===== src/rtl/ifft_cp_inserter_pkg.sv =====
// Shared defaults, FSM encoding and sizing helper for the ifft cyclic-prefix inserter.
package ifft_cp_inserter_pkg;

   localparam int unsigned DEF_N       = 8;
   localparam int unsigned DEF_W       = 12;
   localparam int unsigned DEF_CP_LEN  = 2;
   localparam int unsigned DEF_SEL_LAT = 1;

   typedef enum logic [1:0] {
      IDLE    = 2'd0,
      CAPTURE = 2'd1,
      STREAM  = 2'd2
   } state_t;

   // Bits needed to count 0..x-1, never less than one.
   function automatic int unsigned cw(input int unsigned x);
      return (x > 1) ? $clog2(x) : 1;
   endfunction

endpackage


===== src/rtl/ifft_cp_inserter_if.sv =====
// Valid/ready sample stream carrying one complex beat plus symbol framing flags.
interface ifft_cp_inserter_if #(
   parameter int unsigned W = 12
);
   logic         valid;
   logic         ready;
   logic [W-1:0] re;
   logic [W-1:0] im;
   logic         first;
   logic         last;

   modport master (output valid, re, im, first, last, input ready);
   modport slave  (input valid, re, im, first, last, output ready);
endinterface


===== src/rtl/ifft_sample_buf.sv =====
// N-entry complex sample register file: one synchronous write port, one async read port.
module ifft_sample_buf #(
   parameter int unsigned N  = 8,
   parameter int unsigned W  = 12,
   parameter int unsigned AW = 3
) (
   input  logic          clk,
   input  logic          we,
   input  logic [AW-1:0] waddr,
   input  logic [W-1:0]  wre,
   input  logic [W-1:0]  wim,
   input  logic [AW-1:0] raddr,
   output logic [W-1:0]  rre,
   output logic [W-1:0]  rim
);

   logic [2*W-1:0] mem [N];

   // Contents are only ever read after a full capture, so no reset is needed.
   always_ff @(posedge clk) begin
      if (we) mem[waddr] <= {wre, wim};
   end

   assign {rre, rim} = mem[raddr];

endmodule


===== src/rtl/ifft_cp_inserter.sv =====
// Captures one ifft output symbol by stepping sel, then streams it with a cyclic prefix.
module ifft_cp_inserter
   import ifft_cp_inserter_pkg::*;
#(
   parameter int unsigned N       = DEF_N,
   parameter int unsigned W       = DEF_W,
   parameter int unsigned CP_LEN  = DEF_CP_LEN,
   parameter int unsigned SEL_LAT = DEF_SEL_LAT,
   localparam int unsigned SW     = cw(N)
) (
   input  logic                clk,
   input  logic                rst,
   input  logic                start,
   output logic [SW-1:0]       sel,
   input  logic [W-1:0]        yr,
   input  logic [W-1:0]        yi,
   output logic                busy,
   ifft_cp_inserter_if.master  out
);

   localparam int unsigned NB = N + CP_LEN;
   localparam int unsigned HW = cw(SEL_LAT + 1);
   localparam int unsigned BW = cw(NB);

   state_t         state, state_d;
   logic [SW-1:0]  sel_d;
   logic [HW-1:0]  hold, hold_d;
   logic [BW-1:0]  beat, beat_d;
   logic           busy_d, valid_d, first_d, last_d, load, we;
   logic [W-1:0]   re_d, im_d, rre, rim;
   logic [SW-1:0]  raddr;

   // Beat index to buffer index: prefix beats replay the symbol tail.
   function automatic logic [SW-1:0] beat_sample(input logic [BW-1:0] b);
      int bi;
      bi = int'(b);
      if (bi < int'(CP_LEN)) return SW'(bi + int'(N) - int'(CP_LEN));
      return SW'(bi - int'(CP_LEN));
   endfunction

   ifft_sample_buf #(.N(N), .W(W), .AW(SW)) u_buf (
      .clk   (clk),
      .we    (we),
      .waddr (sel),
      .wre   (yr),
      .wim   (yi),
      .raddr (raddr),
      .rre   (rre),
      .rim   (rim)
   );

   always_ff @(posedge clk or posedge rst) begin
      if (rst) begin
         state     <= IDLE;
         sel       <= '0;
         hold      <= '0;
         beat      <= '0;
         busy      <= 1'b0;
         out.valid <= 1'b0;
         out.re    <= '0;
         out.im    <= '0;
         out.first <= 1'b0;
         out.last  <= 1'b0;
      end else begin
         state     <= state_d;
         sel       <= sel_d;
         hold      <= hold_d;
         beat      <= beat_d;
         busy      <= busy_d;
         out.valid <= valid_d;
         out.re    <= re_d;
         out.im    <= im_d;
         out.first <= first_d;
         out.last  <= last_d;
      end
   end

   always_comb begin
      state_d = state;
      sel_d   = sel;
      hold_d  = hold;
      beat_d  = beat;
      busy_d  = busy;
      valid_d = out.valid;
      re_d    = out.re;
      im_d    = out.im;
      first_d = out.first;
      last_d  = out.last;
      load    = 1'b0;
      we      = 1'b0;

      unique case (state)
         IDLE: begin
            if (start) begin
               state_d = CAPTURE;
               busy_d  = 1'b1;
               sel_d   = '0;
               hold_d  = '0;
            end
         end
         CAPTURE: begin
            // Each sel is held until the ifft output has settled, then captured.
            if (hold == HW'(SEL_LAT)) begin
               we     = 1'b1;
               hold_d = '0;
               if (sel == SW'(N - 1)) begin
                  state_d = STREAM;
                  sel_d   = '0;
                  beat_d  = '0;
                  valid_d = 1'b1;
                  load    = 1'b1;
               end else begin
                  sel_d = sel + SW'(1);
               end
            end else begin
               hold_d = hold + HW'(1);
            end
         end
         STREAM: begin
            if (out.valid && out.ready) begin
               if (beat == BW'(NB - 1)) begin
                  state_d = IDLE;
                  busy_d  = 1'b0;
                  valid_d = 1'b0;
                  first_d = 1'b0;
                  last_d  = 1'b0;
               end else begin
                  beat_d = beat + BW'(1);
                  load   = 1'b1;
               end
            end
         end
         default: state_d = IDLE;
      endcase

      // Bypass covers the prefix sample being written on the final capture edge.
      raddr = beat_sample(beat_d);
      if (load) begin
         if (we && (raddr == sel)) begin
            re_d = yr;
            im_d = yi;
         end else begin
            re_d = rre;
            im_d = rim;
         end
         first_d = (beat_d == '0);
         last_d  = (beat_d == BW'(NB - 1));
      end
   end

endmodule


===== src/flat_wrapper.sv =====
// flat-port wrapper written by rule: the top's interface ports become plain ports
module ifft_cp_inserter_flat import ifft_cp_inserter_pkg::*;
#(
   parameter int unsigned N       = DEF_N,
   parameter int unsigned W       = DEF_W,
   parameter int unsigned CP_LEN  = DEF_CP_LEN,
   parameter int unsigned SEL_LAT = DEF_SEL_LAT,
   localparam int unsigned SW     = cw(N)
)
  (clk, rst, start, sel, yr, yi, busy, out_valid, out_re, out_im, out_first, out_last, out_ready);
  ifft_cp_inserter_if #(.W(W)) out_i ();
  input  logic clk;
  input  logic rst;
  input  logic start;
  output logic [SW-1:0] sel;
  input  logic [W-1:0] yr;
  input  logic [W-1:0] yi;
  output logic busy;
  output wire logic [$bits(out_i.valid)-1:0] out_valid;
  output wire logic [$bits(out_i.re)-1:0] out_re;
  output wire logic [$bits(out_i.im)-1:0] out_im;
  output wire logic [$bits(out_i.first)-1:0] out_first;
  output wire logic [$bits(out_i.last)-1:0] out_last;
  input wire logic [$bits(out_i.ready)-1:0] out_ready;
  assign out_valid = out_i.valid;
  assign out_re = out_i.re;
  assign out_im = out_i.im;
  assign out_first = out_i.first;
  assign out_last = out_i.last;
  assign out_i.ready = out_ready;
  ifft_cp_inserter #(.N(N), .W(W), .CP_LEN(CP_LEN), .SEL_LAT(SEL_LAT)) u_core (.clk(clk), .rst(rst), .start(start), .sel(sel), .yr(yr), .yi(yi), .busy(busy), .out(out_i));
endmodule

===== config.mk =====
export PLATFORM = sky130hd
export DESIGN_NAME = ifft_cp_inserter_flat
export DESIGN_NICKNAME = d
export VERILOG_FILES = /design/src/rtl/ifft_cp_inserter_pkg.sv /design/src/rtl/ifft_cp_inserter_if.sv /design/src/rtl/ifft_sample_buf.sv /design/src/rtl/ifft_cp_inserter.sv /design/src/flat_wrapper.sv
export SDC_FILE = /design/constraint.sdc
export NUM_CORES = 1
export LEC_CHECK = 0
export CAP_MARGIN = 20
export CELL_PAD_IN_SITES_DETAIL_PLACEMENT = 0
export CELL_PAD_IN_SITES_GLOBAL_PLACEMENT = 1
export CORE_AREA = 8 8 191 193
export DETAILED_ROUTE_END_ITERATION = 6
export DIE_AREA = 0 0 199 201
export PLACE_DENSITY_LB_ADDON = 0.05
export SETUP_SLACK_MARGIN = 0.5
export SLEW_MARGIN = 10
export SYNTH_ARGS = -nofsm -noshare
export SYNTH_HDL_FRONTEND = slang
export SYNTH_HIERARCHICAL = 1
export SYNTH_SLANG_ARGS = --single-unit

===== constraint.sdc =====
create_clock -name clk -period 5.98 [get_ports clk]
set_input_delay 0.598 -clock clk [delete_from_list [all_inputs] [get_ports clk]]
set_output_delay 0.598 -clock clk [all_outputs]
set_load 0.05 [all_outputs]

Yosys cells after proc, flatten, opt, wreduce, memory -nomap -nowiden
Memories as Yosys holds them, arrays and structs flattened. A register that Yosys moved wholly into a read port is not among the register bits.
Index checks and enable logic that the tools add are counted.
{"block": "totals", "memories": 1, "wordCells": 81, "output_inout_bits": 31, "reg_bits": 14, "mem_bits_rw": 192}
{"name": "u_core.u_buf.mem", "words": 8, "word_bits": 24, "rd": 1, "rd_clocked_by_memory_dff": 1, "wr": 1, "line": "ifft_sample_buf.sv:17", "source": "logic [2*W-1:0] mem [N];"}
{"block": "classes", "magnitude_cmp": 1, "n_eq_ne": 10, "addsub": 6, "reduce_logical": 15, "mux": 40}
{"cell": "$mux 1", "n": 19}
{"cell": "$mux 4", "n": 4}
{"cell": "$mux 3", "n": 5}
{"cell": "$reduce_bool 2->1", "n": 6}
{"cell": "$mux 2", "n": 5}
{"cell": "$reduce_and 5->1", "n": 2}
{"cell": "$eq 4x4->1 const B", "n": 2}
{"cell": "$ne 2x1->1 const B", "n": 4}
{"cell": "$pmux 1 s2", "n": 4}
{"cell": "$pmux 4 s2", "n": 1}
{"cell": "$add 3x1->3 const B", "n": 2}
{"cell": "$pmux 2 s3", "n": 1}
{"cell": "$pmux 3 s2", "n": 1}
{"cell": "$reduce_and 3->1", "n": 2}
{"cell": "$add 4x1->4 const B", "n": 1}
{"cell": "$logic_not 4->1", "n": 1}
{"cell": "$lt 4x2->1 const B", "n": 1}
{"cell": "$reduce_and 4->1", "n": 1}
{"cell": "$eq 3x3->1 const B", "n": 1}
{"cell": "$sub 3x2->3 const B", "n": 1}
{"cell": "$sub 3x3->3 const B", "n": 1}
{"cell": "$eq 2x1->1 const B", "n": 1}
{"cell": "$eq 2x2->1 const B", "n": 1}
{"cell": "$logic_not 2->1", "n": 1}
{"cell": "4 further kinds", "n": 4}

Logic depth before layout (Yosys ltp)
Gate-level depths: netlist of run 1.
{"block": "depth", "ltp_word": 8, "ltp_mapped": 14, "depth_no_buf": 11}

Cells and area by module
The synthesis of run 1 kept the hierarchy.
{"module": "ifft_sample_buf", "area_per_inst_um2": 7317.0, "cells_each": 290, "seq_area_each_um2": 5765.5, "n_inst": 1}
{"module": "ifft_cp_inserter", "area_per_inst_um2": 2596.2, "cells_each": 283, "seq_area_each_um2": 950.9, "n_inst": 1}

Worst setup path before layout of run 1
OpenSTA, ideal clock, no wires.
{"block": "synth_timing", "path_kind": "register to register", "startpoint": "reg u_core.sel[0]", "endpoint": "reg u_core.out.im[3] (read register of u_core.u_buf.mem)", "t_required_ns": 5.849, "stages_incl_launch_ff": 14, "slack_ns": 2.503, "arrival_ns": 3.345, "cell_sequence": "dfrtp_1 > ha_1 > ha_1 > a21bo_1 > nand2_1 > a211oi_4 > xnor2_1 > buf_2 > buf_2 > mux4_2 > mux2_2 > nand2_1 > a2bb2oi_1 > nand3_1"}
{"block": "synth_via", "elab_chain_cells": 8, "word_cells_on_any_way": 14, "classes_between": "3 x add/sub; 1 x order compare; 1 x eq/ne; 9 x mux"}
{"item": "start: declaration", "line": "ifft_cp_inserter.sv:14", "source": "output logic [SW-1:0] sel,"}
{"item": "start signal: assignment", "line": "ifft_cp_inserter.sv:66", "source": "sel <= sel_d;"}
{"item": "$eq 3x3->1 (*)", "line": "ifft_cp_inserter.sv:106", "source": "if (sel == SW'(N - 1)) begin"}
{"item": "$mux 4 (*)", "line": "ifft_cp_inserter.sv:106"}
{"item": "$mux 4 (*)", "line": "ifft_cp_inserter.sv:103", "source": "if (hold == HW'(SEL_LAT)) begin"}
{"item": "$pmux 4 s2 (*)", "line": "ifft_cp_inserter.sv:92", "source": "unique case (state)"}
{"item": "$add 3x1->3", "line": "ifft_cp_inserter.sv:37", "source": "if (bi < int'(CP_LEN)) return SW'(bi + int'(N) - int'(CP_LEN));"}
{"item": "$sub 3x3->3", "line": "ifft_cp_inserter.sv:37"}
{"item": "$mux 3", "line": "ifft_cp_inserter.sv:37"}
{"item": "$mux 3 (*)", "line": "ifft_cp_inserter.sv:38", "source": "return SW'(bi - int'(CP_LEN));"}
{"item": "named net u_core.raddr[1]", "line": "ifft_cp_inserter.sv:31", "source": "logic [SW-1:0] raddr;"}
{"item": "end: declaration", "line": "ifft_cp_inserter_if.sv:12", "source": "modport master (output valid, re, im, first, last, input ready);"}
Mark *: on every way through the listed nets, which the timed path passes. The rest lies on a longest branch. The select of a mux whose other input is x is not followed.
A chain may end at the register's enable or synchronous reset.

Worst setup path after layout of run 1
{"block": "layout_timing", "startpoint": "reg u_core.state[0]", "endpoint": "reg u_core.out.im[7] (read register of u_core.u_buf.mem)"}
{"block": "layout_via", "elab_chain_cells": 6, "word_cells_on_any_way": 11, "classes_between": "3 x add/sub; 1 x order compare; 2 x eq/ne; 5 x mux"}
{"item": "start: declaration", "line": "ifft_cp_inserter.sv:25", "source": "state_t state, state_d;"}
{"item": "start signal: assignment", "line": "ifft_cp_inserter.sv:65", "source": "state <= state_d;"}
{"item": "$eq 2x2->1 or $eq 2x1->1 (tied branches)", "line": "ifft_cp_inserter.sv:92"}
{"item": "$pmux 4 s2 (*)", "line": "ifft_cp_inserter.sv:92"}
{"item": "$add 3x1->3", "line": "ifft_cp_inserter.sv:37"}
{"item": "$sub 3x3->3", "line": "ifft_cp_inserter.sv:37"}
{"item": "$mux 3", "line": "ifft_cp_inserter.sv:37"}
{"item": "$mux 3 (*)", "line": "ifft_cp_inserter.sv:38"}
{"item": "named net u_core.raddr[2]", "line": "ifft_cp_inserter.sv:31"}
Marked as above.

==> qor.yml, run 1 <==
crit_type: "flip-flop to flip-flop"
cts_max_path_buffers: 3
powerDensity_nw_per_um2: 330
final_layout_size_suffix_gt1_share_pct: 22.8
dpl.cell_count: 1052
row_count: 67
n_antenna_cell: 0
vias: 5439
p_leak_nw: 4.06
wirelength_um: 25100
finalSetupTns_ns: 0
drt_iter0_drc: 249
grt_use_total_pct: 12.5
numCtsBuffers: 27
drt_first_pass_iters: 4
synthCells: 573
vdd_drop_max_mv: 0.200
cts_tree: "built"
drv_cap: 0
start_util_pct: 29.8
path_max_fanout: 48
port_buffers: 58
drcViolationCount: 0
synth_area_sq_um: 9910
critPathArrivalTime_ns: 4.32
yosys-top-cells-area: "edfxtp_1, mux4_2, dfrtp_1"
areaGrowthSynthToFinish_pct: 19.2
seq_area_frac_synth_pct: 67.8
period_minus_slack_ns: 3.93
finClkSkew_ns: 0.0147
rsz0062_at_grt: "false"
fin_area_sq_um: 11800
synthArstFlopShare_pct: 16.5
cp-start-kind: "flip-flop"
whs_ns: 0.448
drtAntennaViolNets: 0
die_y_um: 201
gp_congestion: 0.709
status: "finished clean"
setup_violations: 0
clk_latency_ns: 0.53
final_util_pct: 35.5
pin_count: 59
fin_cells: 1101
synth_largest_area_cell: "edfxtp_1"
max_freq_mhz: 255
yosysTopAreaCellShare_pct: 58.2
wl_per_cell_um: 22.8
synthFlopType: "edfxtp_1"
synth-edff-count: 192
fin_crit_sh_pct: 65.6
globalRoute.totalOverflow: 0
clock_sinks: 230
grt_max_degree: 52
nNetsFinal: 670
syn-num-nets: 608
drv_slew: 0
yosysUniqueCellTypes: 52
antenna_found_initial: 2
clk_pin_slew_ns: 0.06
ys_warn_count: 6
synth.most_common_cell: "edfxtp_1"
core_area_sq_um: 33300
syn_avg_cell_area_sq_um: 17.3
worst_pin_slew_ns: 0.918
cts_root_buf: "clkbuf_16"
holdBufCountCts: 0
grt_pass1_wl_um: 37800
dp.final_hpwl_um: 13800
chipWidth_um: 199
first_global_vias: 5878
hold_viol_final: 0
maxSlewHeadroom_pct: 38.7
vias_per_cell: 4.94
postCtsSetupBuffers: 0
cts-resized-gates: 0
worstHoldPathType: "input pin to asynchronous set/reset pin"
worstPathRequired_ns: 6.37
netlist_top_cells_count: "edfxtp_1, mux4_2, dfrtp_1"
yosys_register_bits: 230
ctsHtreeMaxLevel: 1
dpl_cell_area_sq_um: 11000
end_kind: "flip-flop"
dieArea_sq_um: 40000
[flip-flops by register name (all words and copies together), names as in the netlist]
| register | flops |
|---|---|
| u_core/u_buf/mem | 192 |
| u_core/out.im | 12 |
| u_core/out.re | 12 |
| u_core/beat | 4 |
| u_core/sel | 3 |
| u_core/state | 2 |
| u_core/busy | 1 |
| u_core/hold | 1 |
| u_core/out.first | 1 |
| u_core/out.last | 1 |
| u_core/out.valid | 1 |
[layout by cell type (no fill, tap or decap), types with 12 or more instances in the layout]
| master | netlist | routed |
|---|---|---|
| a2bb2oi_1 | 24 | 24 |
| dfrtp_1 | 38 | 38 |
| nand2_1 | 35 | 34 |
| buf_4 | 2 | 12 |
| nand3_1 | 33 | 33 |
| mux2_4 | 12 | 12 |
| or3_1 | 24 | 24 |
| mux4_2 | 48 | 48 |
| o2111ai_1 | 24 | 24 |
| clkdlybuf4s50_1 | 0 | 58 |
| mux2_2 | 13 | 13 |
| edfxtp_1 | 192 | 192 |
| clkbuf_16 | 0 | 27 |
[worst max-delay path, cell delays in order (launching register included)]
cell       delay, ns
dfrtp_1         0.40
inv_1           0.09
ha_1            0.44
nand2_1         0.26
a2111oi_2       0.51
nor3_1          0.20
xnor2_2         0.18
buf_4           0.63
mux4_2          0.40
mux2_2          0.29
nand2_1         0.09
a2bb2oi_1       0.18
nand3_1         0.10
[path summary, 6_finish.rpt]
| check | start | endpoint | slack [ns] | depth (start not counted) |
|---|---|---|---|---|
| max | u_core/state[0] | u_core/out.im[7] | 2.05 | 12 |
| min | rst | u_core/out.re[7] | 0.45 | 2 |
| max reg2reg | u_core/state[0] | u_core/out.im[7] | 2.05 | 12 |
| min reg2reg | u_core/out.re[2] | u_core/out.re[2] | 0.51 | 2 |
| max in group asynchronous | rst | u_core/out.im[0] | 4.97 | 3 |
| min in group clk | u_core/out.re[2] | u_core/out.re[2] | 0.51 | 2 |
[area by class of cell]
cell class	instances	area, sq um
well taps	448	561
inverters	11	41.3
fillers	3186	21500
flip-flops and latches	230	6720
clock inverters	9	72.6
multi-input cells	290	2930
repair buffers	75	773
clock buffers	38	727
[per-layer routing]
metal	up-vias	GRT usage (%)	wire, um
li1	2452	-	-
met1	2861	16.7	11500
met2	99	20.8	12200
met3	25	2.60	1080
met4	2	2.46	320
met5	-	0	13
[cells by family (layout without fill, tap and decap cells)]
family / Yosys count / in the layout / synth area share [%]
compound gates: 84 / 84 / 7.12
buf+inv: 53 / 133 / 3.24
flops: 230 / 230 / 67.8
simple gates: 124 / 124 / 6.61
xor+xnor: 1 / 1 / 0.0884
mux: 74 / 74 / 14.3
fa+ha+maj: 7 / 7 / 0.883
[stage by stage]
step / power [mW] / worst slack [ns]
2_1_floorplan: 2.23 / 2.50
3_3_place_gp: 2.42 / 2.03
3_5_place_dp: 2.43 / 1.99
4_1_cts: 3.96 / 2.00
5_1_grt: 4.07 / 1.79
6_report: 3.90 / 2.05
[power by group]
part,switching (mW),internal (mW)
combinational,0.332,0.194
clock,0.625,0.884
sequential,0.0547,1.81
total,1.01,2.89
Note: power is estimated with default switching activity, not from simulation.
==> inputs of run 2 (changes only) <==
clock period = 4.01 ns   (was 5.98 ns; I/O delays follow)
==> run 2 against run 1 <==
Final cell count up 1.4%. Clock skew up 0.0015 ns. Critical path depth up 1. First-iteration DRC count up 0.80%. Non-clock buffer count up 10. Largest cell class unchanged. Highest routed layer unchanged.
==> qor.yml, run 2 (synthesis results as in run 1) <==
status: "finished clean"
multi_input_area_sq_um: 2970
hold_viol_final: 0
power_frac_comb_pct: 14.3
worstReg2RegStart: "u_core/state[0]"
dieArea_sq_um: 40000
cts_tree: "built"
gp_congestion: 0.690
rsz0062_at_grt: "false"
vias_per_cell: 4.93
maxSlewHeadroom_pct: 43.1
fin_cells: 1116
grt_pass1_wl_um: 38600
top_register: "u_core/u_buf/mem"
drtAntennaViolNets: 0
drt_iter0_drc: 251
vdd_drop_max_mv: 0.277
chipWidth_um: 199
finalSetupTns_ns: 0
period_minus_slack_ns: 3.27
p_leak_nw: 4.16
layout_common_cells: "edfxtp_1, clkdlybuf4s50_1, mux4_2"
setup_violations: 0
drcViolationCount: 0
fin_area_sq_um: 12000
p_total_mw: 5.93
drt_first_pass_iters: 4
drv_slew: 0
globalRoute.totalOverflow: 0
worst_pin_slew_ns: 0.850
whs_ns: 0.245
start_util_pct: 29.8
rr_endpoint: "u_core/out.re[4]"
finClkSkew_ns: 0.0163
p_sw_share_pct: 26.0
crit_chain: "inv_1, ha_1, nand2_1, a2111oi_4, nor3_1, buf_4, xnor2_4, buf_12, mux4_2, mux2_4, nand2_1, a2bb2oi_1, nand3_1"
areaGrowthSynthToFinish_pct: 21.4
clk_pin_slew_ns: 0.06
antenna_found_initial: 1
fin_crit_sh_pct: 81.7
cp_slowest_stage_delay_ns: 0.42
die_y_um: 201
dp.final_hpwl_um: 14000
mostFrequentLayoutCell: "edfxtp_1"
wirelength_um: 25400
pin_count: 59
nNetsFinal: 681
regArea_sq_um: 6720
critPathArrivalTime_ns: 3.68
port_buffers: 58
first_global_vias: 5951
reg2reg_slack_ns: 0.74
crit_type: "flip-flop to flip-flop"
end_kind: "flip-flop"
cts_max_path_buffers: 3
clock_sinks: 230
final_layout_size_suffix_gt1_share_pct: 24.1
path_max_fanout: 22
worstPathRequired_ns: 4.41
worstHoldPathType: "input pin to asynchronous set/reset pin"
powerDensity_nw_per_um2: 493
dpl.cell_count: 1063
cp-start-kind: "flip-flop"
row_count: 67
dpl_cell_area_sq_um: 11100
numCtsBuffers: 28
ctsHtreeMaxLevel: 1
p_seq_share_pct: 46.6
crit_slowest_cell: "a2111oi_4"
largest_reg_flops: 192
cts_root_buf: "clkbuf_16"
grt_use_total_pct: 12.8
wl_per_cell_um: 22.8
drv_cap: 0
r2r_cells: 13
p_int_mw: 4.39
worstSetupStartpoint: "u_core/state[0]"
path_common_cell: "nand2_1"
p_clk_share_pct: 39.1
grt_max_degree: 50
p_switching_mw: 1.54
vias: 5504
max_freq_mhz: 305
fill_cells: 3175
core_area_sq_um: 33300
n_antenna_cell: 0
largestRegisters: "u_core/u_buf/mem (192), u_core/out.im (12), u_core/out.re (12)"
crit_end: "u_core/out.re[4]"
clk_latency_ns: 0.55
==> run 2: changes by cell type in the layout (fill, tap and decap cells not counted), moves of 2 or more <==
cell and change:
buf_4 +6, buf_12 +5, clkbuf_1 +3, clkbuf_8 +3
clkinv_2 -3, clkbuf_16 +2
==> run 2: timing repair <==
item,4_1_cts,5_1_grt
gates resized for setup,0,4
setup buffers,0,0
endpoints found under the setup margin,0,13
hold buffers,0,0
==> run 2: worst max-delay path: cells and delay by family, from the launching register on <==
| kind | cells | cell delay (ns) |
|---|---|---|
| muxes | 2 | 0.60 |
| and+or+nand+nor | 4 | 0.50 |
| AOI/OAI and AO/OA | 2 | 0.58 |
| adders and majority gates | 1 | 0.30 |
| buffers and inverters | 3 | 0.48 |
| xor gates and xnor gates | 1 | 0.29 |
| DFF | 1 | 0.37 |
==> run 2: power groups by stage <==
stage                     logic (mW)  clock network (mW)  registers, mW
after floorplan                0.401                   0           2.93
after global placement         0.843                   0           2.81
after detailed placement       0.854                   0           2.81
after CTS                      0.857                2.41           2.77
after global routing           0.922                2.51           2.78
final                          0.846                2.32           2.77
==> run 2: worst min path at each step <==
stage | start | to | slack, ns | depth (start not counted)
2_1_floorplan | yi[0] | u_core/u_buf/mem[0][0] | 0.50 | 0
5_1_grt | rst | u_core/out.re[0] | 0.26 | 2
4_1_cts | rst | u_core/out.re[0] | 0.23 | 2
3_5_place_dp | u_core/out.im[3] | u_core/out.im[3] | 0.50 | 2
6_report | rst | u_core/out.re[0] | 0.25 | 2
3_3_place_gp | u_core/out.first | u_core/out.first | 0.49 | 2
==> run 2: area by class of cell <==
type	instances	share of cell area, %
clock buffers	45	6.68
clock inverters	7	0.395
inverters	11	0.343
multi-input cells	290	24.7
flip-flops and latches	230	55.8
well taps	448	4.66
repair buffers	85	7.48
==> run 2: stage by stage <==
| stage | util (%) | worst slack, ns |
|---|---|---|
| 2_1_floorplan | - | 0.533 |
| 3_3_place_gp | 33.4 | 0.526 |
| 3_5_place_dp | 33.4 | 0.497 |
| 4_1_cts | 36.0 | 0.626 |
| 5_1_grt | 36.2 | 0.523 |
| 6_report | 36.2 | 0.736 |
==> run 2: routing by layer <==
metal	vias to the layer above	track usage, %	part of all wire (%)
li1	2486	-	-
met1	2864	16.9	45
met2	117	21.3	49
met3	35	2.43	4.4
met4	2	2.99	2.1
met5	-	0	0.047
==> variant, RTL diff (settings of run 1) <==
Take the reset off `hold` and load it in a clocked block of its own.
--- a/src/rtl/ifft_cp_inserter.sv
+++ b/src/rtl/ifft_cp_inserter.sv
@@ -53,7 +53,6 @@
       if (rst) begin
          state     <= IDLE;
          sel       <= '0;
-         hold      <= '0;
          beat      <= '0;
          busy      <= 1'b0;
          out.valid <= 1'b0;
@@ -64,7 +63,6 @@
       end else begin
          state     <= state_d;
          sel       <= sel_d;
-         hold      <= hold_d;
          beat      <= beat_d;
          busy      <= busy_d;
          out.valid <= valid_d;
@@ -73,6 +71,10 @@
          out.first <= first_d;
          out.last  <= last_d;
       end
+   end
+
+   always_ff @(posedge clk) begin
+      hold <= hold_d;
    end
 
    always_comb begin
Function: same outputs for any inputs over 10 cycles, from zero or initial values and one cycle with rst high; that may be too few to reach the edited logic, so the function may still have changed.
==> variant against run 1 <==
Design area is 1.3% higher. Synthesized area is 1.1% lower. Critical path depth is 1 lower. Wire length is 2.5% higher. Sequential cell count stayed put. Clock skew is 3.2 ps lower. First-iteration DRC count is 3.2% higher. Die area stayed put. Worst setup slack worse by 94 ps. Power is 14% higher. Combinational power is 29% higher. Critical endpoint is now u_core/out.im[9]. Largest cell class unchanged.
==> variant: results <==
set metrics [dict create \
    synth_area_leaders "edfxtp_1 (59%), mux4_2 (11%), dfrtp_1 (9.4%)" \
    antenna_found_initial 0 \
    p_leak_nw 4.12 \
    wl_met1_um 11600 \
    cts_buffers 28 \
    wl_per_cell_um 23.3 \
    endpoint "u_core/out.im[9]" \
    synth_most_common_cell "edfxtp_1" \
    gp_congestion 0.720 \
    synth_edf_count 193 \
    reg2reg_depth 11 \
    clockRootBuffer "clkbuf_16" \
    cts_buffer_depth 3 \
    yosysSeqAreaShare 0.685 \
    worstMarginPinSlew_ps 1030 \
    cts.repair.resized 0 \
    route.met2.wl_um 12700 \
    crit_slowest_cell "a311o_2" \
    synth.distinct_cells 56 \
    yosysWarnings 6 \
    clk_pin_slew_worst_paths_ps 60 \
    ys_top_cells_by_count "edfxtp_1 (193), mux4_2 (48), nand2_1 (40)" \
    grt_pass1_wl_um 39300 \
    hold_path_startpoint "u_core/busy" \
    cpPeakStageDelay_ps 760 \
    met3WireLength_um 818 \
    grt_max_degree 49 \
    topRoutingLayerUsed "met4" \
    vias_per_cell 5.00 \
    numPortBuffers 58 \
    critPathArrivalTime_ps 4430 \
    worstPathMaxFanout 32 \
    hp-class "register to register" \
    fin_nets 670 \
    hold_depth 2 \
    worst_hold_slack_ps 503 \
    cts_setup_buffers 0 \
    r2r-start "u_core/sel[1]" \
    antennaDiodeCount 0 \
    grt_use_met3 0.0198 \
    drive_above_1_share 0.244 \
    grt_usage 0.130 \
    clkLatencyLatePin_ps 540 \
    r2r_setup_slack_ps 1960 \
    grt_pass1_vias 6005 \
    synth_fp_nets 602 \
    async_reset_ff_frac 0.161 \
    drtIter0Drc 257 \
    htree_levels 1 \
    status "finished, final reports clean" \
    hold_path_end "u_core/busy" \
    met1_usage 0.172 \
    place_hpwl_um 14700 \
    grt_util_met2 0.220 \
    ir_drop_mv 0.197 \
    critical_path_class "register to register" \
    reg.largest.list "u_core/u_buf/mem: 192 flops, u_core/out.im: 12 flops, u_core/out.re: 12 flops" \
    drt_pre_antenna_iters 4 \
    finalClockSkew_ps 11.5 \
]
-- variant: cell count changes after synthesis, sizes merged, moves of 3 or more --
cell,before,now
nand3,34,26
nand2,35,40
o21ai,7,11
a22o,4,1
inv,11,8
o41ai,3,0
-- variant: per-stage QoR --
step	cell area, µm²	setup slack (ps)	instances
finish	12000	1960	1105
global route	12000	1640	1105
CTS	12000	1900	1104
detailed placement	10900	1870	1052
global placement	10900	1910	1052
floorplan	9810	2260	567
-- variant: report_power, final --
group | total (mW) | switching [mW] | leakage [nW] | internal, mW
logic | 0.676 | 0.447 | 1.39 | 0.230
clock network | 1.82 | 0.675 | 0.495 | 1.15
registers | 1.97 | 0.0747 | 2.24 | 1.89
total | 4.47 | 1.20 | 4.12 | 3.27
-- variant: critical path: cells and delay by family, from the launching register on --
| kind | cells | cell delay [ps] |
|---|---|---|
| AOI/OAI and AO/OA | 4 | 1360 |
| and+or+nand+nor | 2 | 190 |
| muxes | 2 | 830 |
| DFF | 1 | 550 |
| adders and majority gates | 2 | 550 |
| buffers and inverters | 1 | 370 |
-- variant: cells by family (layout without fill, tap and decap cells) --
family | after synthesis | in the layout | synth area share
flip-flops | 230 | 230 | 0.685
adder cells (fa/ha/maj) | 7 | 7 | 0.00893
buffers and inverters | 48 | 138 | 0.0281
AO/OA/AOI/OAI | 83 | 83 | 0.0688
multiplexers | 73 | 73 | 0.143
AND/OR/NAND/NOR | 125 | 125 | 0.0647
XOR/XNOR | 1 | 1 | 0.000893
-- variant: area by class of cell --
| cell class | count | area, µm² |
|---|---|---|
| fill | 3150 | 21300 |
| sequential | 230 | 6720 |
| multi-input combinational | 289 | 2880 |
| clock buffer | 36 | 791 |
| timing repair buffer | 78 | 763 |
| tap | 448 | 561 |
| clock inverter | 16 | 224 |
| inverter | 8 | 30.0 |
